===== config.mk =====
export PLATFORM = sky130hd
export DESIGN_NAME = cram_st_wbuf_flat
export DESIGN_NICKNAME = d
export VERILOG_FILES = /design/src/rtl/pkg_en.sv /design/src/rtl/cram_st_wbuf_if.sv /design/src/rtl/cram_wbuf_fifo.sv /design/src/rtl/cram_st_wbuf.sv /design/src/flat_wrapper.sv
export SDC_FILE = /design/constraint.sdc
export NUM_CORES = 1
export LEC_CHECK = 0
export ABC_AREA = 1
export CAP_MARGIN = 20
export CORE_MARGIN = 2
export CORE_UTILIZATION = 55
export DETAILED_ROUTE_END_ITERATION = 6
export PLACE_DENSITY_LB_ADDON = 0.08
export SETUP_SLACK_MARGIN = 0.5
export SKIP_LAST_GASP = 1
export SYNTH_ARGS = -nofsm -noshare
export SYNTH_HDL_FRONTEND = slang
export SYNTH_SLANG_ARGS = --single-unit

===== constraint.sdc =====
create_clock -name clock -period 9.5 [get_ports clock]
set_input_delay 0.95 -clock clock [delete_from_list [all_inputs] [get_ports clock]]
set_output_delay 0.95 -clock clock [all_outputs]
set_load 0.05 [all_outputs]

===== src/rtl/pkg_en.sv =====
// Shared token and state types for the store write-buffer.
// Contents:
//   FTk_t       - forward token from the store sequencer (v, r, c, d)
//   BTk_t       - back-propagated token to the sequencer (n, t, v, c)
//   WBufState_t - write-buffer controller states
package pkg_en;

   localparam int FTK_DATA_W = 32;

   typedef struct packed {
      logic                  v;   // token valid
      logic                  r;   // release: last store of the access
      logic                  c;   // sideband tag carried with the entry
      logic [FTK_DATA_W-1:0] d;   // store data
   } FTk_t;

   typedef struct packed {
      logic n;   // not-ready: sequencer must hold further stores
      logic t;   // access terminated, buffer fully written back
      logic v;
      logic c;
   } BTk_t;

   typedef enum logic [1:0] {
      WB_IDLE  = 2'd0,
      WB_FILL  = 2'd1,
      WB_DRAIN = 2'd2,
      WB_DONE  = 2'd3
   } WBufState_t;

endpackage


===== src/rtl/cram_st_wbuf_if.sv =====
// Store-sequencer handshake bundle for cram_st_wbuf.
// Signals:
//   I_St_Req    - store request
//   I_St_Addr   - store address
//   I_St_FTk    - forward token (v, r, c, d)
//   I_AccessEnd - end-of-access pulse
//   O_St_BTk    - back-propagated token from the buffer
// Modports: master (sequencer side), slave (write buffer side).
interface cram_st_wbuf_if #(
   parameter int WIDTH_ADDR = 8
);
   logic                  I_St_Req;
   logic [WIDTH_ADDR-1:0] I_St_Addr;
   pkg_en::FTk_t          I_St_FTk;
   logic                  I_AccessEnd;
   pkg_en::BTk_t          O_St_BTk;

   modport master (
      output I_St_Req, I_St_Addr, I_St_FTk, I_AccessEnd,
      input  O_St_BTk
   );

   modport slave (
      input  I_St_Req, I_St_Addr, I_St_FTk, I_AccessEnd,
      output O_St_BTk
   );
endinterface


===== src/rtl/cram_wbuf_fifo.sv =====
// Circular FIFO holding write-buffer entries.
// Ports:
//   clock, reset   - clock and asynchronous active-low reset
//   push, pop      - enqueue din / dequeue head (both allowed when full)
//   din, dout      - entry in, head entry out (combinational read)
//   full, empty    - occupancy flags
//   count          - number of occupied entries
// Stored words are not cleared on reset; the pointers and count are,
// which discards any buffered entry.
module cram_wbuf_fifo #(
   parameter int WIDTH = 42,
   parameter int DEPTH = 4
) (
   input  logic                     clock,
   input  logic                     reset,
   input  logic                     push,
   input  logic                     pop,
   input  logic [WIDTH-1:0]         din,
   output logic [WIDTH-1:0]         dout,
   output logic                     full,
   output logic                     empty,
   output logic [$clog2(DEPTH):0]   count
);
   localparam int AW = $clog2(DEPTH);

   logic [WIDTH-1:0] mem_r [DEPTH];
   logic [AW-1:0]    wptr_r;
   logic [AW-1:0]    rptr_r;
   logic [AW:0]      count_r;

   // Entry storage write port
   always_ff @(posedge clock) begin
      if (push) begin
         mem_r[wptr_r] <= din;
      end
   end

   // Pointers wrap naturally because DEPTH is a power of two
   always_ff @(posedge clock or negedge reset) begin
      if (!reset) begin
         wptr_r  <= '0;
         rptr_r  <= '0;
         count_r <= '0;
      end else begin
         if (push) begin
            wptr_r <= wptr_r + AW'(1);
         end
         if (pop) begin
            rptr_r <= rptr_r + AW'(1);
         end
         case ({push, pop})
            2'b10:   count_r <= count_r + (AW+1)'(1);
            2'b01:   count_r <= count_r - (AW+1)'(1);
            default: count_r <= count_r;
         endcase
      end
   end

   assign dout  = mem_r[rptr_r];
   assign full  = (count_r == (AW+1)'(DEPTH));
   assign empty = (count_r == '0);
   assign count = count_r;
endmodule


===== src/rtl/cram_st_wbuf.sv =====
// Store write buffer between the store sequencer and a RAM write port.
// Ports:
//   clock, reset  - clock and asynchronous active-low reset
//   st            - store handshake (cram_st_wbuf_if.slave)
//   I_Ld_Busy     - load side owns the RAM port; writes stall
//   O_We/O_Addr/O_Data - registered RAM write port
//   O_Count       - occupied entries
//   O_Err         - sticky overflow (dropped push)
//   O_Busy        - controller not idle
// A push arriving at an empty buffer while the RAM port is free is written
// straight through, giving a one-cycle push-to-write latency.
module cram_st_wbuf
   import pkg_en::*;
#(
   parameter int WIDTH_DATA = 32,
   parameter int WIDTH_ADDR = 8,
   parameter int DEPTH      = 4
) (
   input  logic                    clock,
   input  logic                    reset,
   cram_st_wbuf_if.slave           st,
   input  logic                    I_Ld_Busy,
   output logic                    O_We,
   output logic [WIDTH_ADDR-1:0]   O_Addr,
   output logic [WIDTH_DATA-1:0]   O_Data,
   output logic [$clog2(DEPTH):0]  O_Count,
   output logic                    O_Err,
   output logic                    O_Busy
);
   localparam int CW = $clog2(DEPTH) + 1;
   localparam int EW = WIDTH_ADDR + WIDTH_DATA + 2;

   WBufState_t      state_r;
   WBufState_t      state_nxt_s;
   logic            push_req_s;
   logic            accept_s;
   logic            pop_s;
   logic            bypass_s;
   logic            fifo_full_s;
   logic            fifo_empty_s;
   logic [CW-1:0]   count_s;
   logic [EW-1:0]   in_entry_s;
   logic [EW-1:0]   head_entry_s;
   logic [EW-1:0]   wr_entry_s;
   logic            err_r;
   logic            unused_tag_bits_s;

   // Entry layout: {addr, data, c, r}
   assign in_entry_s = {st.I_St_Addr, WIDTH_DATA'(st.I_St_FTk.d),
                        st.I_St_FTk.c, st.I_St_FTk.r};

   assign push_req_s = st.I_St_Req & st.I_St_FTk.v &
                       ((state_r == WB_IDLE) | (state_r == WB_FILL));
   // Full only implies non-empty, so accept_s never feeds back into pop_s
   assign pop_s      = ~I_Ld_Busy & (~fifo_empty_s | push_req_s);
   assign accept_s   = push_req_s & (~fifo_full_s | pop_s);
   assign bypass_s   = fifo_empty_s & pop_s;

   cram_wbuf_fifo #(
      .WIDTH (EW),
      .DEPTH (DEPTH)
   ) u_fifo (
      .clock (clock),
      .reset (reset),
      .push  (accept_s & ~bypass_s),
      .pop   (pop_s & ~fifo_empty_s),
      .din   (in_entry_s),
      .dout  (head_entry_s),
      .full  (fifo_full_s),
      .empty (fifo_empty_s),
      .count (count_s)
   );

   // Select the entry to write: incoming store when bypassing an empty buffer
   always_comb begin
      wr_entry_s = head_entry_s;
      if (bypass_s) begin
         wr_entry_s = in_entry_s;
      end else begin
         wr_entry_s = head_entry_s;
      end
   end

   assign unused_tag_bits_s = ^wr_entry_s[1:0];

   // RAM write port registers; address and data hold when idle
   always_ff @(posedge clock or negedge reset) begin
      if (!reset) begin
         O_We   <= 1'b0;
         O_Addr <= '0;
         O_Data <= '0;
      end else if (pop_s) begin
         O_We   <= 1'b1;
         O_Addr <= wr_entry_s[EW-1 -: WIDTH_ADDR];
         O_Data <= wr_entry_s[WIDTH_DATA+1 -: WIDTH_DATA];
      end else begin
         O_We   <= 1'b0;
      end
   end

   // Sticky overflow flag
   always_ff @(posedge clock or negedge reset) begin
      if (!reset) begin
         err_r <= 1'b0;
      end else if (push_req_s & ~accept_s) begin
         err_r <= 1'b1;
      end else begin
         err_r <= err_r;
      end
   end

   // Controller next-state logic
   always_comb begin
      state_nxt_s = state_r;
      case (state_r)
         WB_IDLE: begin
            if (accept_s) begin
               if (st.I_St_FTk.r | st.I_AccessEnd) begin
                  state_nxt_s = WB_DRAIN;
               end else begin
                  state_nxt_s = WB_FILL;
               end
            end else begin
               state_nxt_s = WB_IDLE;
            end
         end
         WB_FILL: begin
            if (st.I_AccessEnd | (accept_s & st.I_St_FTk.r)) begin
               state_nxt_s = WB_DRAIN;
            end else begin
               state_nxt_s = WB_FILL;
            end
         end
         WB_DRAIN: begin
            if (fifo_empty_s & ~O_We) begin
               state_nxt_s = WB_DONE;
            end else begin
               state_nxt_s = WB_DRAIN;
            end
         end
         WB_DONE:  state_nxt_s = WB_IDLE;
         default:  state_nxt_s = WB_IDLE;
      endcase
   end

   // Controller state register
   always_ff @(posedge clock or negedge reset) begin
      if (!reset) begin
         state_r <= WB_IDLE;
      end else begin
         state_r <= state_nxt_s;
      end
   end

   assign st.O_St_BTk = '{n: ((count_s >= CW'(DEPTH - 1)) |
                              (state_r == WB_DRAIN) | (state_r == WB_DONE)),
                          t: (state_r == WB_DONE),
                          v: 1'b0,
                          c: 1'b0};
   assign O_Count = count_s;
   assign O_Err   = err_r;
   assign O_Busy  = (state_r != WB_IDLE);
endmodule


===== src/flat_wrapper.sv =====
// flat-port wrapper written by rule: the top's interface ports become plain ports
module cram_st_wbuf_flat import pkg_en::*;
#(
   parameter int WIDTH_DATA = 32,
   parameter int WIDTH_ADDR = 8,
   parameter int DEPTH      = 4
)
  (clock, reset, I_Ld_Busy, O_We, O_Addr, O_Data, O_Count, O_Err, O_Busy, st_I_St_Req, st_I_St_Addr, st_I_St_FTk, st_I_AccessEnd, st_O_St_BTk);
  cram_st_wbuf_if #(.WIDTH_ADDR(WIDTH_ADDR)) st_i ();
  input  logic clock;
  input  logic reset;
  input  logic I_Ld_Busy;
  output logic O_We;
  output logic [WIDTH_ADDR-1:0] O_Addr;
  output logic [WIDTH_DATA-1:0] O_Data;
  output logic [$clog2(DEPTH):0] O_Count;
  output logic O_Err;
  output logic O_Busy;
  input wire logic [$bits(st_i.I_St_Req)-1:0] st_I_St_Req;
  input wire logic [$bits(st_i.I_St_Addr)-1:0] st_I_St_Addr;
  input wire logic [$bits(st_i.I_St_FTk)-1:0] st_I_St_FTk;
  input wire logic [$bits(st_i.I_AccessEnd)-1:0] st_I_AccessEnd;
  output wire logic [$bits(st_i.O_St_BTk)-1:0] st_O_St_BTk;
  assign st_i.I_St_Req = st_I_St_Req;
  assign st_i.I_St_Addr = st_I_St_Addr;
  assign st_i.I_St_FTk = st_I_St_FTk;
  assign st_i.I_AccessEnd = st_I_AccessEnd;
  assign st_O_St_BTk = st_i.O_St_BTk;
  cram_st_wbuf #(.WIDTH_DATA(WIDTH_DATA), .WIDTH_ADDR(WIDTH_ADDR), .DEPTH(DEPTH)) u_core (.clock(clock), .reset(reset), .st(st_i), .I_Ld_Busy(I_Ld_Busy), .O_We(O_We), .O_Addr(O_Addr), .O_Data(O_Data), .O_Count(O_Count), .O_Err(O_Err), .O_Busy(O_Busy));
endmodule

==> results.yml <==
timing:
  clock-skew-final_ns: 0.00854
  finalHoldViolCount: 0
  timing.fmax_ghz: 0.225
  holdWs_ns: 0.475
  setup_viol_count_final: 0
  period_share_pct: 46.9
  rsz0062_at_grt: "false"
  slew_headroom_pct: 32.2
  slew_viol_final: 0
  tns_ns: 0
  period_needed_ns: 4.45
  tightest_slew_ns: 1.01
placement:
  placed_cells: 1133
  post-dp-hpwl_um: 10700
  numPortBuffers: 94
  dpl_cell_area_sq_mm: 0.00998
  gp_congestion: 0.782
route:
  avgViaCountPerCell: 5.33
  wl_um: 20100
  first_iter_violations: 472
  drtAntennaViolNets: 0
  first_pass_iters: 5
  drc: 0
  vias: 6252
  avgRoutedWirePerCell_um: 17.1
final_layout:
  area_delta_synth_final_pct: 20.8
  mostFrequentLayoutCells: "nand2_1 (337), nand3_1 (165), edfxtp_1 (160), clkdlybuf4s50_1 (93), inv_1 (59)"
  diodes: 0
  final_nets: 995
  drive_gt1_share_pct: 6.37
  final_common_cell: "nand2_1"
  final_area_sq_mm: 0.0107
  fin_cells: 1173
power_and_ir_drop:
  vdd_ir_drop_max_mv: 0.203
  pwr_density_cell_mw_per_mm2: 329
  leakage_nw: 4.52
grt:
  grt_pass1_vias: 6341
  antenna_found_initial: 0
  gr-total-overflow: 0
  grt_pass1_wl_um: 31800
  grt_usage_pct: 24.3
  grt_max_degree: 82
worst_setup_path:
  reg2reg_to: "u_core.u_fifo.count[2]"
  worstPathArrival_ns: 4.83
  startpoint_type: "input port"
  worstRegToRegCells: 11
  crit_type: "input port to flop"
  cp_max_fo: 43
  r2r_setup_slack_ns: 5.30
  endpoint_kind: "flop"
  worstPathRequired_ns: 9.88
  worstSetupStartpoint: "I_Ld_Busy"
  reg2reg_from: "u_core.u_fifo.count[0]"
  crit_path_end: "u_core.u_fifo.count[2]"
hold_path:
  hold_path_class: "flop to flop"
synthesis:
  synth.avg_cell_area_sq_um: 10.3
  synthTopCellsByArea: "edfxtp_1 (54%), dfrtp_1 (14%), nand2_1 (14%)"
  yosysSeqAreaShare_pct: 68.5
  synthCells: 861
  synth_top_area_share_pct: 54.1
  synth_cell_types: 23
  yosys.area.top_type: "edfxtp_1"
  ys_ff_latch: 211
  ys_warn_count: 0
  netlist_area_sq_mm: 0.00888
die:
  die_h_um: 131
  initial_core_util_pct: 56.1
  core-area_sq_mm: 0.0158
  io-pin-count: 98
  fp-row-count: 46
  die_area_sq_mm: 0.0172
  dieWidth_um: 131
clock_network:
  clockBufferDepth: 3
  post_cts_buffers: 0
  clk_latency_ns: 0.50
  cts_sinks: 211
  clkTransAtPathRegs_ns: 0.06
  htreeDepth: 1
  hold_buffers: 0
  cts_tree: "yes"
  cts_buffers: 22
  clock-root-buffer: "clkbuf_16"
  post_cts_resized: 0
run_status:
  status: "complete, no violations"
flow_run:
  cap_violations: 0
## kinds of logic (layout without fill, tap and decap cells)
kind of cell    count (synthesis)  in the layout  synth area share (%)
fa+ha+maj                       6              6                 0.930
buf+inv                       112            207                  5.20
xor+xnor                        3              3                 0.296
other cells                     1              2                0.0422
flops                         211            211                  68.5
simple gates                  521            521                  24.6
compound gates                  7              7                 0.493
## state kept, by name, indices dropped and copies added, names as in the netlist
register,cells
u_core.O_Data,32
u_core.u_fifo.wptr_r,2
u_core.state_r,2
u_core.O_We,1
u_core.O_Err,1
u_core.O_Addr,8
u_core.u_fifo.rptr_r,2
u_core.u_fifo.count,3
u_core.u_fifo.mem_r,160
## critical path, cell delays in order
cell and delay, ns:
clkdlybuf4s50_1 0.55, nor3_4 0.21, buf_4 0.51, nand2_2 0.75
nand2_1 0.73, ha_1 0.24, inv_1 0.07, fa_1 0.38
a21oi_1 0.14, o21ai_0 0.11, xor2_1 0.16
## synthesized netlist by cell type
master	instances
o21ai_0	3
dfrtp_1	51
inv_1	60
o211ai_1	1
clkbuf_1	19
o21bai_1	1
nor3_4	1
buf_4	2
a21oi_1	1
nand3_2	1
nand2_1	338
nand3_1	165
ha_1	5
nor3_1	1
xnor2_1	1
edfxtp_1	160
nor2_1	15
fa_1	1
inv_2	4
xor2_1	2
buf_2	27
o21ai_2	1
conb_1	1
## where the power goes
group / leakage [nW] / total, W / switching, W / internal, W
Combinational: 2.08 / 0.00138 / 0.000960 / 0.000422
Clock: 0.373 / 0.000880 / 0.000341 / 0.000539
Sequential: 2.06 / 0.00127 / 0.000113 / 0.00116
Total: 4.52 / 0.00353 / 0.00141 / 0.00212
## through the flow
step	power (W)	utilization, %	setup slack [ns]
floorplan	0.00224	-	5.96
global placement	0.00263	63.1	4.57
detailed placement	0.00268	63.1	4.53
CTS	0.00357	67.8	5.06
global route	0.00375	67.8	4.82
finish	0.00353	67.8	5.05
## how the worst min path moves through the flow
stage	start	end	depth (start not counted)
CTS	u_core.O_Data[12]	u_core.O_Data[12]	2
floorplan	u_core.u_fifo.wptr_r[1]	u_core.u_fifo.wptr_r[1]	2
global route	u_core.O_Data[21]	u_core.O_Data[21]	2
detailed placement	u_core.O_Data[12]	u_core.O_Data[12]	2
global placement	u_core.O_Data[22]	u_core.O_Data[22]	2
finish	u_core.O_Addr[3]	u_core.O_Addr[3]	2
## metal layers
layer	routed length, um	part of all wire, %	global-route usage, %
met5	0	0	0
met4	382	1.9	8.32
met1	8140	41	29.7
met3	940	4.7	3.53
met2	10600	53	44.2
## cell type report
type / instances / area, sq um
clock buffers: 28 / 614
clock inverters: 12 / 136
fillers: 1180 / 5100
inverters: 64 / 240
multi-input cells: 539 / 2380
flip-flops and latches: 211 / 6080
well taps: 216 / 270
repair buffers: 103 / 1000
(Power assumes the default switching activity.)
